[src/rtl/mem_stage_pkg.sv]
// Shared definitions for the out-of-order-completion memory stage:
// load-op encodings, entry state, and the load alignment/extension helper.
package mem_stage_pkg;

   localparam logic [2:0] OP_NONE = 3'd0;
   localparam logic [2:0] OP_LB   = 3'd1;
   localparam logic [2:0] OP_LH   = 3'd2;
   localparam logic [2:0] OP_LW   = 3'd3;
   localparam logic [2:0] OP_LBU  = 3'd5;
   localparam logic [2:0] OP_LHU  = 3'd6;

   typedef enum logic [1:0] {
      EMPTY = 2'd0,
      WAIT  = 2'd1,
      DONE  = 2'd2
   } entry_state_t;

   // True for the load kinds whose result comes from the SRAM read data.
   function automatic logic is_load(input logic [2:0] op);
      return (op == OP_LB) || (op == OP_LH) || (op == OP_LW) ||
             (op == OP_LBU) || (op == OP_LHU);
   endfunction

   // Select the addressed byte/half of a read word and sign- or zero-extend it.
   // Halfword selection uses only the upper offset bit.
   function automatic logic [31:0] ld_extend(input logic [2:0]  op,
                                             input logic [1:0]  off,
                                             input logic [31:0] word);
      logic [7:0]  sel_b;
      logic [15:0] sel_h;
      logic [31:0] res;
      sel_b = word[{off, 3'b000} +: 8];
      sel_h = off[1] ? word[31:16] : word[15:0];
      case (op)
         OP_LB:   res = {{24{sel_b[7]}}, sel_b};
         OP_LBU:  res = {24'h0, sel_b};
         OP_LH:   res = {{16{sel_h[15]}}, sel_h};
         OP_LHU:  res = {16'h0, sel_h};
         default: res = word;
      endcase
      return res;
   endfunction

endpackage

[src/rtl/mem_stage_oq_load_align.sv]
// Combinational byte/half select and extension on the SRAM read-data capture path.
module load_align
   import mem_stage_pkg::*;
(
   input  logic [2:0]  op,
   input  logic [1:0]  off,
   input  logic [31:0] word,
   output logic [31:0] value,
   output logic        is_ld
);

   assign value = ld_extend(op, off, word);
   assign is_ld = is_load(op);

endmodule

[src/rtl/mem_stage_oq.sv]
// Memory-access stage with a small in-order queue so up to DEPTH loads/stores
// can wait on data SRAM responses concurrently. Entries retire in program order;
// a flush converts every outstanding request into a "ghost" response to drop.
module mem_stage_oq
   import mem_stage_pkg::*;
#(
   parameter int DEPTH = 2,
   parameter int BUS_W = 180
) (
   input  logic                       clk,
   input  logic                       reset,
   input  logic                       in_valid,
   output logic                       in_allow,
   input  logic [BUS_W-1:0]           in_payload,
   input  logic [31:0]                in_result,
   input  logic [2:0]                 in_ld_op,
   input  logic                       in_req,
   input  logic                       in_ex,
   input  logic                       data_ok,
   input  logic [31:0]                rdata,
   output logic                       out_valid,
   input  logic                       out_ready,
   output logic [BUS_W-1:0]           out_payload,
   output logic [31:0]                out_result,
   output logic                       out_ex,
   input  logic                       flush,
   output logic [$clog2(DEPTH)+1:0]   pending,
   output logic                       proto_err
);

   localparam int PW = $clog2(DEPTH);
   localparam int CW = PW + 1;
   localparam int NW = PW + 2;

   entry_state_t     state_q   [DEPTH];
   logic [BUS_W-1:0] payload_q [DEPTH];
   logic [31:0]      result_q  [DEPTH];
   logic [2:0]       ld_op_q   [DEPTH];
   logic             ex_q      [DEPTH];

   logic [PW-1:0] head_q;
   logic [PW-1:0] tail_q;
   logic [CW-1:0] count_q;
   logic [NW-1:0] ghost_q;
   logic          proto_err_q;

   logic [NW-1:0] waiting;
   logic [PW-1:0] resp_ptr;
   logic          resp_found;
   logic          enq;
   logic          retire;
   logic          rsp_ghost;
   logic          rsp_hit;
   logic          rsp_err;
   logic [2:0]    cap_op;
   logic [1:0]    cap_off;
   logic [31:0]   aligned;
   logic          cap_is_ld;
   logic [31:0]   capture;

   // Acceptance depends only on registered occupancy; flush kills the enqueue.
   assign in_allow = (count_q < CW'(DEPTH));
   assign enq      = in_valid & in_allow & ~flush;

   // Head retires once complete; a flush in the same cycle suppresses it.
   assign out_valid   = (state_q[head_q] == DONE) & ~flush;
   assign retire      = out_valid & out_ready;
   assign out_payload = payload_q[head_q];
   assign out_result  = result_q[head_q];
   assign out_ex      = ex_q[head_q];

   // Count WAIT entries and locate the oldest one, which owns the next real response.
   // Entries that enqueued as DONE are passed over, so the response pointer skips them.
   always_comb begin
      waiting    = '0;
      resp_ptr   = head_q;
      resp_found = 1'b0;
      for (int i = 0; i < DEPTH; i++) begin
         if (state_q[i] == WAIT) waiting = waiting + NW'(1);
         if (!resp_found && (state_q[head_q + PW'(i)] == WAIT)) begin
            resp_found = 1'b1;
            resp_ptr   = head_q + PW'(i);
         end
      end
   end

   assign pending   = ghost_q + waiting;
   assign proto_err = proto_err_q;

   // Ghosts are consumed strictly before responses to live entries.
   assign rsp_err   = data_ok & (pending == '0);
   assign rsp_ghost = data_ok & (ghost_q != '0);
   assign rsp_hit   = data_ok & (ghost_q == '0) & resp_found;

   assign cap_op  = ld_op_q[resp_ptr];
   assign cap_off = result_q[resp_ptr][1:0];

   load_align u_align (
      .op    (cap_op),
      .off   (cap_off),
      .word  (rdata),
      .value (aligned),
      .is_ld (cap_is_ld)
   );

   // Stores keep their address as the result; loads take the aligned read data.
   assign capture = cap_is_ld ? aligned : result_q[resp_ptr];

   // Control state: entry states, pointers, occupancy, ghost count and the sticky error.
   always_ff @(posedge clk or posedge reset) begin
      if (reset) begin
         for (int i = 0; i < DEPTH; i++) state_q[i] <= EMPTY;
         head_q      <= '0;
         tail_q      <= '0;
         count_q     <= '0;
         ghost_q     <= '0;
         proto_err_q <= 1'b0;
      end else begin
         if (flush) begin
            for (int i = 0; i < DEPTH; i++) state_q[i] <= EMPTY;
            head_q  <= tail_q;
            count_q <= '0;
            ghost_q <= ghost_q + waiting - NW'(data_ok & ~rsp_err);
         end else begin
            if (enq) begin
               state_q[tail_q] <= (in_req & ~in_ex) ? WAIT : DONE;
               tail_q          <= tail_q + PW'(1);
            end
            if (rsp_hit) state_q[resp_ptr] <= DONE;
            if (retire) begin
               state_q[head_q] <= EMPTY;
               head_q          <= head_q + PW'(1);
            end
            count_q <= count_q + CW'(enq) - CW'(retire);
            if (rsp_ghost) ghost_q <= ghost_q - NW'(1);
         end
         if (rsp_err) proto_err_q <= 1'b1;
      end
   end

   // Entry data: written on enqueue, result overwritten when the owning response lands.
   always_ff @(posedge clk) begin
      if (enq) begin
         payload_q[tail_q] <= in_payload;
         result_q[tail_q]  <= in_result;
         ld_op_q[tail_q]   <= in_ld_op;
         ex_q[tail_q]      <= in_ex;
      end
      if (rsp_hit) result_q[resp_ptr] <= capture;
   end

endmodule

[config.mk]
export PLATFORM = sky130hd
export DESIGN_NAME = mem_stage_oq
export DESIGN_NICKNAME = d
export VERILOG_FILES = /design/src/rtl/mem_stage_pkg.sv /design/src/rtl/mem_stage_oq_load_align.sv /design/src/rtl/mem_stage_oq.sv
export SDC_FILE = /design/constraint.sdc
export NUM_CORES = 1
export LEC_CHECK = 0
export BUFFER_PORTS_ARGS = -buffer_cell sky130_fd_sc_hd__buf_2
export CORE_UTILIZATION = 48
export CTS_CLUSTER_DIAMETER = 30
export DETAILED_ROUTE_END_ITERATION = 7
export GPL_TIMING_DRIVEN = 0
export PLACE_DENSITY = 0.78
export SYNTH_ARGS = -nofsm -noshare
export SYNTH_HDL_FRONTEND = slang
export SYNTH_SLANG_ARGS = --single-unit
export TNS_END_PERCENT = 100
[constraint.sdc]
create_clock -name clk -period 5.7 [get_ports clk]
set_input_delay 1.14 -clock clk [delete_from_list [all_inputs] [get_ports clk]]
set_output_delay 1.14 -clock clk [all_outputs]
set_load 0.02 [all_outputs]
# --- Word level (Yosys, flattened, before mapping) ---
# Memories as Yosys holds them, arrays and structs flattened.
# Index checks and enable logic that the tools add are counted.
totals:
  register_bits: 12
  word_cells: 112
  inputBits: 255
  out_inout_bits: 219
  n_memories: 4
  ramBits: 432
memory_table:
  columns: ["name", "depth", "width", "rd", "rd_ports_with_merged_regs", "wr", "line", "source"]
  rows:
  - ["payload_q", 2, 180, 1, 0, 1, "mem_stage_oq.sv:36", "logic [BUS_W-1:0] payload_q [DEPTH];"]
  - ["result_q", 2, 32, 2, 0, 2, "mem_stage_oq.sv:37", "logic [31:0] result_q [DEPTH];"]
  - ["ld_op_q", 2, 3, 1, 0, 1, "mem_stage_oq.sv:38", "logic [2:0] ld_op_q [DEPTH];"]
  - ["ex_q", 2, 1, 1, 0, 1, "mem_stage_oq.sv:39", "logic ex_q [DEPTH];"]
op_classes:
  eq_ne: 10
  n_reduce_logical: 15
  shift: 1
  magnitude_cmp: 8
  mux: 37
  bitwise_logic: 22
  add_sub_neg: 8
op_table:
  columns: ["cell", "count"]
  rows:
  - ["$pmux 32 s4", 1]
  - ["$mux 32", 1]
  - ["$shiftx 32x6->8", 1]
  - ["$mux 2", 12]
  - ["$mux 4", 6]
  - ["$mux 16", 1]
  - ["$mux 1", 10]
  - ["$and 1x1->1", 9]
  - ["$eq 2x1->1 const B", 4]
  - ["$ge 2x2->1 const B", 4]
  - ["$not 1->2", 4]
  - ["$demux 2 s1", 3]
  - ["$eq 3x2->1 const B", 2]
  - ["$eq 3x3->1 const B", 2]
  - ["$logic_not 3->1", 2]
  - ["$lt 2x1->1 const B", 3]
  - ["$mux 3", 2]
  - ["$and 4x4->4", 1]
  - ["$bwmux 4", 1]
  - ["$logic_and 1x1->1", 4]
  - ["$logic_or 1x1->1", 4]
  - ["$not 4->4", 1]
  - ["$reduce_bool 2->1", 2]
  - ["$add 3x3->3", 1]
  - ["other kinds (18)", 20]

# --- Logic depth before layout (Yosys ltp) ---
# Gate-level depths: netlist (run 1).
logic_depth:
  depth_word: 21
  depth_mapped: 14
  ltp_nobuf: 14

# --- Modules after synthesis ---
# A second synthesis (run 1) with hierarchy kept.
hier_totals:
  hier_cells: 1132
  area_unflattened_um2: 19002.0
by_module_without_submodules:
  columns: ["module", "cells_each", "n_inst", "area_each_um2", "seq_area_each_um2"]
  rows:
  - ["mem_stage_oq", 997, 1, 18032.3, 13272.7]
  - ["load_align", 135, 1, 969.7, 0.0]

# --- Worst setup path after synthesis (run 1) ---
# Ideal clock, no wire load.
synth_path:
  path_kind: "input -> register"
  from: "input flush"
  to: "memory result_q[1][0], enable pin"
  setup_time_ns: 0.375
  path_stages: 3
  path_slack_ns: -1.232
  arrival_ns: 6.557
  n_path_buf: 0
  t_required_ns: 5.325
  path_cell_list: "nor2_1 -> and3_1 -> or2_2"
synth_rtl:
  columns: ["item", "line", "source"]
  rows:
  - ["from (decl)", "mem_stage_oq.sv:26", "input logic flush,"]
  - ["to (decl)", "mem_stage_oq.sv:37", null]

# --- Worst setup path after layout (run 1) ---
layout_path:
  from: "register head_q"
  to: "output out_result[0]"
layout_via:
  elab_chain_cells: 1
layout_lines:
  columns: ["item", "line", "source"]
  rows:
  - ["from (decl)", "mem_stage_oq.sv:41", "logic [PW-1:0] head_q;"]
  - ["from (signal assigned)", "mem_stage_oq.sv:121", "head_q <= tail_q;"]
  - ["from (signal assigned)", "mem_stage_oq.sv:132", "head_q <= head_q + PW'(1);"]
  - ["$mem_v2 2x32", null, null]
  - ["to (decl)", "mem_stage_oq.sv:24", "output logic [31:0] out_result,"]
# Every way passes these cells.

==> flow_summary_export.csv, run 1 <==
group,metric,value,unit
timing,rsz0062_at_grt,"no",
power,finalPower,11.3,mW
floorplanning,core-area,0.0378,mm2
floorplanning,num_io_pins,474,
clocking,cts_hold_buf,0,
drt,drt-initial-drc-count,904,
clocking,cts_root_buf,"clkbuf_16",
power,pwr-share-comb,0.222,
worst_setup_path,cp.arrival,3.61,ns
logic_synthesis,synth.largest_area_cell,"edfxtp_1",
logic_synthesis,ys_seq_area_frac,0.719,
drt,ant_nets,0,
worst_setup_path,critPathRequiredTime,4.56,ns
logic_synthesis,yosys-top-cells-count,"edfxtp_1 (432), mux2_2 (213), nor2_1 (75)",
logic_synthesis,synth.distinct_cells,57,
floorplanning,die_x,198,um
global_route,grt_pass1_vias,13169,
hold_path,min_path_cells,1,
run_status,status,"completed",
worst_setup_path,path_class,"register to output pin",
cells_and_area,final_nets,1961,
drt,drc,0,
run,drv_cap,0,
timing,finClkSkew,0.0278,ns
logic_synthesis,synth-main-ff-cell,"edfxtp_1",
power,p_switching,3.35,mW
clocking,post_cts_resized,0,
timing,finalSetupViolCount,0,
logic_synthesis,synthesis.area,0.0185,mm2
timing,max-slew-margin-rel,0.328,
global_route,antenna_found_initial,17,
drt,wl_per_cell,22.6,um
timing,holdWs,0.474,ns
cells_and_area,multi_input_area,0.00483,mm2
cells_and_area,area_growth,32.9,%
timing,slew_viol_final,0,
timing,clock.fmax,211,MHz
place,portBuffers,473,
floorplanning,start_util,0.489,
clocking,insertion_delay,0.61,ns
clocking,h-tree-depth,3,
logic_synthesis,synth_warnings,0,
drt,vias,12510,
power,clkPwrFrac,0.429,
place,post_dp_cell_area,0.0217,mm2
drt,drt_first_pass_iters,5,
cells_and_area,design_area,0.0245,mm2
cells_and_area,final_util,0.650,
power,peakVddDrop,368,uV
clocking,cts_buffer_depth,3,
clocking,cts_tree,"yes",
timing,period_share,0.833,
clocking,cts_made_buffers,83,
global_route,grt_overflow,0,
clocking,clock-sinks,444,
global_route,grt_pass1_wl,74600,um
power,swShare,0.296,
hold_path,hold_class,"register to register",
logic_synthesis,syn_inst,1129,
drt,via_per_inst,5.48,
worst_setup_path,cp-end-kind,"output pin",
logic_synthesis,synth_top_area_frac,0.702,
logic_synthesis,ys_seq_elements,444,
place,hpwl,36000,um
logic_synthesis,async_flop_share,0.0270,
clocking,cts_setup_buffers,0,
place,post-place-ws,1.45,ns
global_route,grt_max_degree,65,
logic_synthesis,syn_nets,1395,
worst_setup_path,critPathMaxFanout,10,
cells_and_area,regArea,0.0133,mm2
timing,timing_hold_violations_final,0,
floorplanning,num_rows,71,
drt,routed_wl,51600,um
logic_synthesis,synthTopCellsByArea,"edfxtp_1 (70%), mux2_2 (13%), dfrtp_1 (1.6%)",
floorplanning,die_y,198,um
logic_synthesis,avgSynthCellArea,16.4,um2
power,cellLeakagePower,9.45,nW
power,seq_power_share,0.350,
clocking,clk_pin_slew,0.05,ns
worst_setup_path,start_kind,"register",
timing,fin_crit,4.75,ns
cells_and_area,drive_above_1_share,0.510,
worst_setup_path,reg2reg_depth,11,
power,p_int,7.96,mW
logic_synthesis,synth_edf_count,432,
logic_synthesis,synth_most_common_cell,"edfxtp_1",
place,gp_congestion,0.912,
cells_and_area,fillers,2627,
timing,fin_ws,0.949,ns
floorplanning,die_area,0.0393,mm2
timing,tightest_slew,1.01,ns
global_route,grt_usage,0.257,
power,p_per_area,461,mW/mm2
## registers in the layout, summed over array words and instances (netlist names)
| register | flops |
|---|---|
| count_q | 2 |
| ex_q | 2 |
| ghost_q | 3 |
| head_q | 1 |
| ld_op_q | 6 |
| payload_q | 360 |
| proto_err | 1 |
| result_q | 64 |
| state_q | 4 |
| tail_q | 1 |
## power by group through the flow
stage / Combinational, mW / Sequential [mW] / Clock, mW
final: 2.51 / 3.95 / 4.85
after global placement: 2.42 / 4.03 / 0
after floorplan: 1.61 / 4.01 / 0
after global routing: 2.66 / 3.97 / 5.05
after detailed placement: 2.48 / 4.01 / 0
after CTS: 2.51 / 3.95 / 4.90
## layer usage
metal,vias to the layer above,GRT usage,part of all wire
met5,-,0,0.0018
met4,14,0.132,0.039
met3,144,0.0812,0.098
met2,704,0.452,0.52
met1,6095,0.277,0.34
li1,5553,-,-
## kinds of logic after synthesis
group,Yosys count,share of synthesized area
fa+ha+maj,13,0.00915
mux,229,0.139
buf+inv,83,0.0204
simple gates,182,0.0460
xor+xnor,7,0.00332
flops,444,0.719
compound gates,171,0.0633
## path summary, 6_finish.rpt
path / startpoint / end / slack (ns)
setup / recovery: head_q / out_result[0] / 0.95
hold reg to reg: proto_err / proto_err / 0.47
max in group asynchronous: reset / count_q[0] / 4.79
min in group asynchronous: reset / tail_q / 0.56
hold / removal: proto_err / proto_err / 0.47
setup reg to reg: state_q[3] / result_q[0][1] / 2.12
## area by class of cell
type | count | area share
inverter | 25 | 0.00398
clock buffer | 95 | 0.0877
antenna | 10 | 0.00102
buffer | 58 | 0.0115
multi-input combinational | 602 | 0.197
tap | 511 | 0.0260
timing repair buffer | 481 | 0.104
clock inverter | 58 | 0.0285
sequential | 444 | 0.541
## cells in the final DEF (no fill, tap or decap), drive strengths merged, types with 11 or more instances in the layout
cell type  Yosys  layout
buf           20     501
edfxtp       432     432
mux2         215     215
clkbuf        38     133
nor2         105     105
a21oi         50      50
nand2         34      34
a22o          33      33
clkinv         0      32
inv           25      31
o21ai         31      31
o22ai         22      22
nand3         19      19
mux2i         14      14
dfrtp         12      12
clkinvlp       0      11
## stage by stage
step | std cells | setup TNS [ns]
global placement | 2113 | -154.05
global route | 2283 | 0
finish | 2284 | 0
CTS | 2274 | 0
floorplan | 1129 | 0
detailed placement | 2121 | 0
## critical path, cell delays in order, from the launching register on
cell and delay (ns):
dfrtp_1 0.42, clkbuf_1 0.54, clkbuf_1 0.61, clkbuf_1 0.82
mux2_2 0.45, buf_2 0.17
(Power assumes the default switching activity.)
==> run 2, diff against run 1 <==
--- a/config.mk
+++ b/config.mk
@@ -5,6 +5,7 @@
 export SDC_FILE = /design/constraint.sdc
 export NUM_CORES = 1
 export LEC_CHECK = 0
+export ABC_AREA = 1
 export BUFFER_PORTS_ARGS = -buffer_cell sky130_fd_sc_hd__buf_2
 export CORE_UTILIZATION = 48
 export CTS_CLUSTER_DIAMETER = 30
==> constraint.sdc (replaced) <==
create_clock -name clk -period 4 [get_ports clk]
set_input_delay 0.8 -clock clk [delete_from_list [all_inputs] [get_ports clk]]
set_output_delay 0.8 -clock clk [all_outputs]
set_load 0.02 [all_outputs]
==> flow_summary_export.csv, run 2 <==
group,metric,value,unit
run_status,status,"completed",
power,swShare,0.318,
run,drv_cap,0,
worst_setup_path,r2r-end,"result_q[1][25]",
global_route,grt_pass1_wl,85300,um
worst_setup_path,critPathMaxFanout,32,
clocking,clock-sinks,444,
worst_setup_path,worst_path_max_delay_cell,"nand2_2",
worst_setup_path,reg2reg_depth,11,
floorplanning,num_io_pins,474,
clocking,cts_made_buffers,81,
power,clkPwrFrac,0.417,
drt,ant_nets,0,
logic_synthesis,synth.distinct_cells,34,
logic_synthesis,ys_seq_elements,444,
drt,routed_wl,58100,um
cells_and_area,final_common_cell,"nand2_1",
clocking,insertion_delay,0.59,ns
place,hpwl,40100,um
power,pwr-share-comb,0.241,
floorplanning,num_rows,72,
timing,period_share,0.917,
drt,wl_per_cell,19.4,um
cells_and_area,final_cell_mix,"nand2_1 (956), buf_2 (479), edfxtp_1 (432), inv_1 (96), clkbuf_16 (86)",
worst_setup_path,start_kind,"register",
logic_synthesis,synthTopCellsByArea,"edfxtp_1 (68%), nand2_1 (19%), nand3_1 (2.1%)",
logic_synthesis,synth.largest_area_cell,"edfxtp_1",
cells_and_area,largest_reg_flops,360,
clocking,clk_pin_slew,0.04,ns
place,gp_congestion,0.951,
clocking,cts_setup_buffers,0,
place,portBuffers,473,
worst_setup_path,crit_chain,"buf_6 > inv_4 > nand3_1 > nand2_1 > a21oi_1 > nor4_1 > inv_1 > nor2_2 > clkinv_1 > clkbuf_1 > nand2_2",
place,post-place-ws,0.320,ns
cells_and_area,reg.largest.list,"payload_q x360, result_q x64, ld_op_q x6",
logic_synthesis,synth_xor_area_frac,0.00230,
timing,finClkSkew,0.0285,ns
cells_and_area,drive_above_1_share,0.279,
logic_synthesis,synth_compound_area_frac,0.0238,
worst_setup_path,cp-end-kind,"register",
power,seq_power_share,0.342,
cells_and_area,multi_input_area,0.00502,mm2
drt,via_per_inst,5.19,
drt,drc,0,
floorplanning,core-area,0.0389,mm2
global_route,grt_usage,0.280,
timing,clock.fmax,273,MHz
cells_and_area,design_area,0.0252,mm2
timing,timing_hold_violations_final,0,
timing,finalSetupViolCount,0,
logic_synthesis,ys_seq_area_frac,0.697,
logic_synthesis,synth_warnings,0,
logic_synthesis,post_synth_and_or_nand_nor_area_fraction,0.228,
floorplanning,die_x,201,um
clocking,cts_root_buf,"clkbuf_16",
global_route,grt_pass1_vias,15583,
floorplanning,die_y,201,um
cells_and_area,area_growth,32.3,%
drt,drt-initial-drc-count,1321,
power,p_per_area,668,mW/mm2
logic_synthesis,synth_top_area_frac,0.681,
timing,fin_ws,0.333,ns
worst_setup_path,reg2reg_slack,0.33,ns
logic_synthesis,yosys-top-cells-count,"nand2_1 (958), edfxtp_1 (432), inv_1 (97)",
logic_synthesis,async_flop_share,0.0270,
place,post_dp_cell_area,0.0223,mm2
timing,max-slew-margin-rel,0.361,
worst_setup_path,critPathRequiredTime,4.19,ns
floorplanning,die_area,0.0405,mm2
worst_setup_path,cp.arrival,3.86,ns
logic_synthesis,synth_most_common_cell,"nand2_1",
clocking,h-tree-depth,3,
worst_setup_path,path_class,"register to register",
clocking,cts_buffer_depth,3,
worst_setup_path,r2r-start,"head_q",
logic_synthesis,synth_top_family_by_area,"simple AND/OR/NAND/NOR gates",
floorplanning,start_util,0.489,
cells_and_area,final_util,0.647,
logic_synthesis,synth_edf_count,432,
timing,fin_crit,3.67,ns
power,peakVddDrop,585,uV
logic_synthesis,synthAdderAreaFrac,0.00762,
cells_and_area,fillers,2881,
power,p_switching,5.34,mW
logic_synthesis,synth-main-ff-cell,"edfxtp_1",
logic_synthesis,syn_nets,2093,
global_route,antenna_found_initial,19,
worst_setup_path,slowest_delay,0.82,ns
drt,drt_first_pass_iters,7,
logic_synthesis,muxShareOfSynthArea,0,
drt,vias,15543,
logic_synthesis,synthesis.area,0.0190,mm2
hold_path,hold_class,"input pin to async pin",
power,cellLeakagePower,11.5,nW
timing,rsz0062_at_grt,"no",
global_route,grt_overflow,0,
timing,tightest_slew,0.955,ns
clocking,cts_hold_buf,0,
worst_setup_path,cp-startpoint,"head_q",
clocking,cts_tree,"yes",
cells_and_area,largest_register,"payload_q",
cells_and_area,final_nets,2658,
logic_synthesis,avgSynthCellArea,10.4,um2
timing,slew_viol_final,0,
power,p_int,11.5,mW
global_route,grt_max_degree,44,
cells_and_area,regArea,0.0133,mm2
logic_synthesis,syn_inst,1827,
run 2: changes by cell type after synthesis, sizes merged, moves of 68 or more:
cell | previous run | this run
nor2 | 105 | 18
nand3 | 19 | 87
inv | 25 | 106
nand2 | 34 | 981
mux2 | 215 | 0
run 2: worst max-delay path by stage:
stage,to
floorplan,result_q[0][0]
global placement,result_q[0][27]
detailed placement,result_q[1][27]
CTS,out_result[18]
global route,result_q[1][3]
finish,result_q[1][25]
run 2: worst max-delay path, delay by kind of cell (launching register included):
kind	cells	cell delay (ns)
AO/OA/AOI/OAI	1	0.07
buffers and inverters	5	1.26
AND/OR/NAND/NOR	5	1.56
flip-flops	1	0.37
run 2: area by class of cell:
type,instances,share of cell area
Clock buffer,95,0.0868
Multi-Input combinational cell,1192,0.199
Clock inverter,56,0.0256
Tap cell,518,0.0257
Timing Repair Buffer,483,0.102
Sequential cell,444,0.527
Inverter,110,0.0177
Antenna cell,15,0.00149
Buffer,80,0.0148
run 2: what timing repair did:
action                                 in CTS  in global routing
gates resized for setup                     2                  1
setup endpoints to repair                  94                  9
endpoints found under the hold margin       0                  0
run 2: power groups by stage:
stage               Combinational [mW]  Sequential (mW)  Clock, mW
floorplan                         2.51             5.83          0
global placement                  3.85             5.87          0
detailed placement                3.98             5.82          0
CTS                               4.04             5.74       7.05
global route                      4.39             5.77       7.25
finish                            4.06             5.75       7.02
run 2: cells by family after synthesis:
| group | Yosys count |
|---|---|
| simple gates | 1091 |
| flops | 444 |
| buf+inv | 191 |
| compound gates | 85 |
| fa+ha+maj | 11 |
| xor+xnor | 5 |
run 2: metal layers:
| layer | share of wire | track usage |
|---|---|---|
| met3 | 0.10 | 0.0920 |
| met2 | 0.50 | 0.482 |
| met1 | 0.34 | 0.304 |
| met4 | 0.048 | 0.157 |
| met5 | 0.0014 | 0 |
run 2: metrics by stage:
stage / total power [mW] / setup TNS [ns] / hold WS, ns / instances
4_1_cts: 16.8 / 0 / 0.238 / 2979
2_1_floorplan: 8.34 / -88.56 / 0.536 / 1827
5_1_grt: 17.4 / 0 / 0.265 / 2987
6_report: 16.8 / 0 / 0.244 / 2993
3_5_place_dp: 9.81 / 0 / 0.460 / 2828
3_3_place_gp: 9.72 / -877.17 / 0.453 / 2818
==> run 3, diff against run 2 <==
--- a/config.mk
+++ b/config.mk
@@ -14,5 +14,6 @@
 export PLACE_DENSITY = 0.78
 export SYNTH_ARGS = -nofsm -noshare
 export SYNTH_HDL_FRONTEND = slang
+export SYNTH_HIERARCHICAL = 1
 export SYNTH_SLANG_ARGS = --single-unit
 export TNS_END_PERCENT = 100
==> flow_summary_export.csv, run 3 <==
group,metric,value,unit
run_status,status,"completed",
floorplanning,die_y,201,um
worst_setup_path,cp.arrival,2.94,ns
timing,tns,0,ns
clocking,cts_setup_buffers,0,
power,peakVddDrop,566,uV
place,post_dp_cell_area,0.0225,mm2
place,gp_congestion,0.927,
worst_setup_path,path_class,"register to output pin",
logic_synthesis,synth.distinct_cells,33,
logic_synthesis,syn_inst,1768,
worst_setup_path,cp-end-kind,"output pin",
power,cellLeakagePower,11.5,nW
worst_setup_path,reg2reg_depth,21,
worst_setup_path,reg2reg_slack,0.43,ns
floorplanning,start_util,0.491,
place,portBuffers,472,
timing,max-slew-margin-rel,0.419,
global_route,grt_pass1_vias,15914,
floorplanning,num_io_pins,474,
run,drv_cap,0,
cells_and_area,reg.largest.list,"payload_q x360, result_q x64, ld_op_q x6",
floorplanning,num_rows,72,
cells_and_area,largest_reg_flops,360,
logic_synthesis,ys_seq_area_frac,0.695,
power,p_per_area,767,mW/mm2
hold_path,hold_class,"input pin to async pin",
cells_and_area,drive_above_1_share,0.313,
timing,rsz0062_at_grt,"no",
power,finalPower,19.7,mW
global_route,grt_pass1_wl,88000,um
logic_synthesis,syn_nets,2032,
worst_setup_path,r2r-start,"head_q",
logic_synthesis,synth-main-ff-cell,"edfxtp_1",
timing,tightest_slew,0.872,ns
drt,drc,0,
drt,drt_first_pass_iters,6,
drt,vias,15769,
clocking,cts_made_buffers,93,
logic_synthesis,ys_seq_elements,444,
cells_and_area,final_nets,2612,
floorplanning,core-area,0.0389,mm2
worst_setup_path,start_kind,"register",
floorplanning,die_area,0.0406,mm2
cells_and_area,largest_register,"payload_q",
logic_synthesis,synth_top_area_frac,0.679,
timing,finalSetupViolCount,0,
global_route,grt_usage,0.285,
clocking,insertion_delay,0.61,ns
timing,finClkSkew,0.0204,ns
drt,routed_wl,58800,um
logic_synthesis,avgSynthCellArea,10.8,um2
clocking,h-tree-depth,3,
drt,via_per_inst,5.34,
drt,ant_nets,0,
clocking,cts_hold_buf,0,
timing,slew_viol_final,0,
logic_synthesis,synth.largest_area_cell,"edfxtp_1",
global_route,antenna_found_initial,21,
timing,period_share,0.934,
global_route,grt_overflow,0,
timing,holdWs,0.245,ns
logic_synthesis,synthTopCellsByArea,"edfxtp_1 (68%), nand2_1 (17%), nand3_1 (5.1%)",
cells_and_area,final_util,0.659,
drt,drt-initial-drc-count,1421,
timing,fin_crit,3.74,ns
clocking,cts_buffer_depth,3,
cells_and_area,design_area,0.0256,mm2
floorplanning,die_x,201,um
worst_setup_path,r2r-end,"result_q[1][16]",
worst_setup_path,critPathRequiredTime,3.20,ns
logic_synthesis,async_flop_share,0.0270,
place,hpwl,39700,um
global_route,grt_max_degree,34,
clocking,clock-sinks,444,
timing,clock.fmax,268,MHz
logic_synthesis,synth_warnings,6,
logic_synthesis,synth_edf_count,432,
cells_and_area,final_cell_mix,"nand2_1 (871), buf_2 (488), edfxtp_1 (432), nand3_1 (195), clkbuf_16 (95)",
logic_synthesis,synthesis.area,0.0191,mm2
drt,wl_per_cell,19.9,um
cells_and_area,area_growth,34.2,%
cells_and_area,final_common_cell,"nand2_1",
logic_synthesis,synth_most_common_cell,"nand2_1",
clocking,clk_pin_slew,0.05,ns
clocking,cts_root_buf,"clkbuf_16",
timing,timing_hold_violations_final,0,
clocking,cts_tree,"yes",
worst_setup_path,critPathMaxFanout,10,
logic_synthesis,yosys-top-cells-count,"nand2_1 (873), edfxtp_1 (432), nand3_1 (196)",
## run 3: metal layers
layer | GRT usage | wire, um | vias up
met1 | 0.311 | 19900 | 7395
li1 | - | - | 7163
met2 | 0.486 | 29600 | 984
met4 | 0.167 | 3270 | 14
met5 | 0 | 81 | -
met3 | 0.0897 | 5990 | 213
## run 3: worst max path at each step
stage	cells past startpoint	end	from	slack, ns
final	7	out_payload[85]	head_q	0.26
after global routing	7	out_payload[85]	head_q	0.12
after CTS	7	out_payload[176]	head_q	0.03
after detailed placement	21	result_q[1][16]	head_q	0.50
after global placement	6	result_q[0][18]	flush	-3.27
after floorplan	6	result_q[0][0]	flush	-1.20
## run 3: final cells by class
type	instances	area (um2)
antenna	14	35.0
buffer	88	493
clock buffer	108	2440
clock inverter	61	687
fill	2812	13300
inverter	34	145
multi-input combinational	1202	5270
sequential	444	13300
tap	518	648
timing repair buffer	485	2640
## run 3: critical path: stages (launching register included)
cell and delay (ns):
dfrtp_1 0.40, inv_1 0.13, buf_2 0.31, clkbuf_1 0.59
clkbuf_1 0.47, nand2_1 0.12, nand2_1 0.11, buf_2 0.19
## run 3: cell families (layout without fill, tap and decap cells)
group / count (synthesis) / in the layout / share of synthesized area
simple gates: 1176 / 1176 / 0.262
flops: 444 / 444 / 0.695
buf+inv: 122 / 776 / 0.0316
compound gates: 13 / 13 / 0.00360
fa+ha+maj: 9 / 9 / 0.00629
xor+xnor: 4 / 4 / 0.00183
other cells: 0 / 14 / 0
## run 3: power by group
part / internal, mW / switching (mW) / leakage (nW)
clock: 5.13 / 2.49 / 1.52
combinational: 1.84 / 4.34 / 5.91
sequential: 5.71 / 0.161 / 4.11
total: 12.7 / 6.99 / 11.5
## run 3: stage by stage
stage,cells,worst slack (ns)
after CTS,2940,0.0308
after global routing,2948,0.117
after floorplan,1768,-1.20
after global placement,2758,-3.27
final,2954,0.262
after detailed placement,2771,0.499
## run 3: timing repair
action | CTS | global route
resized for setup | 0 | 3
endpoints found under the setup margin | 0 | 10
hold endpoints to repair | 0 | 0
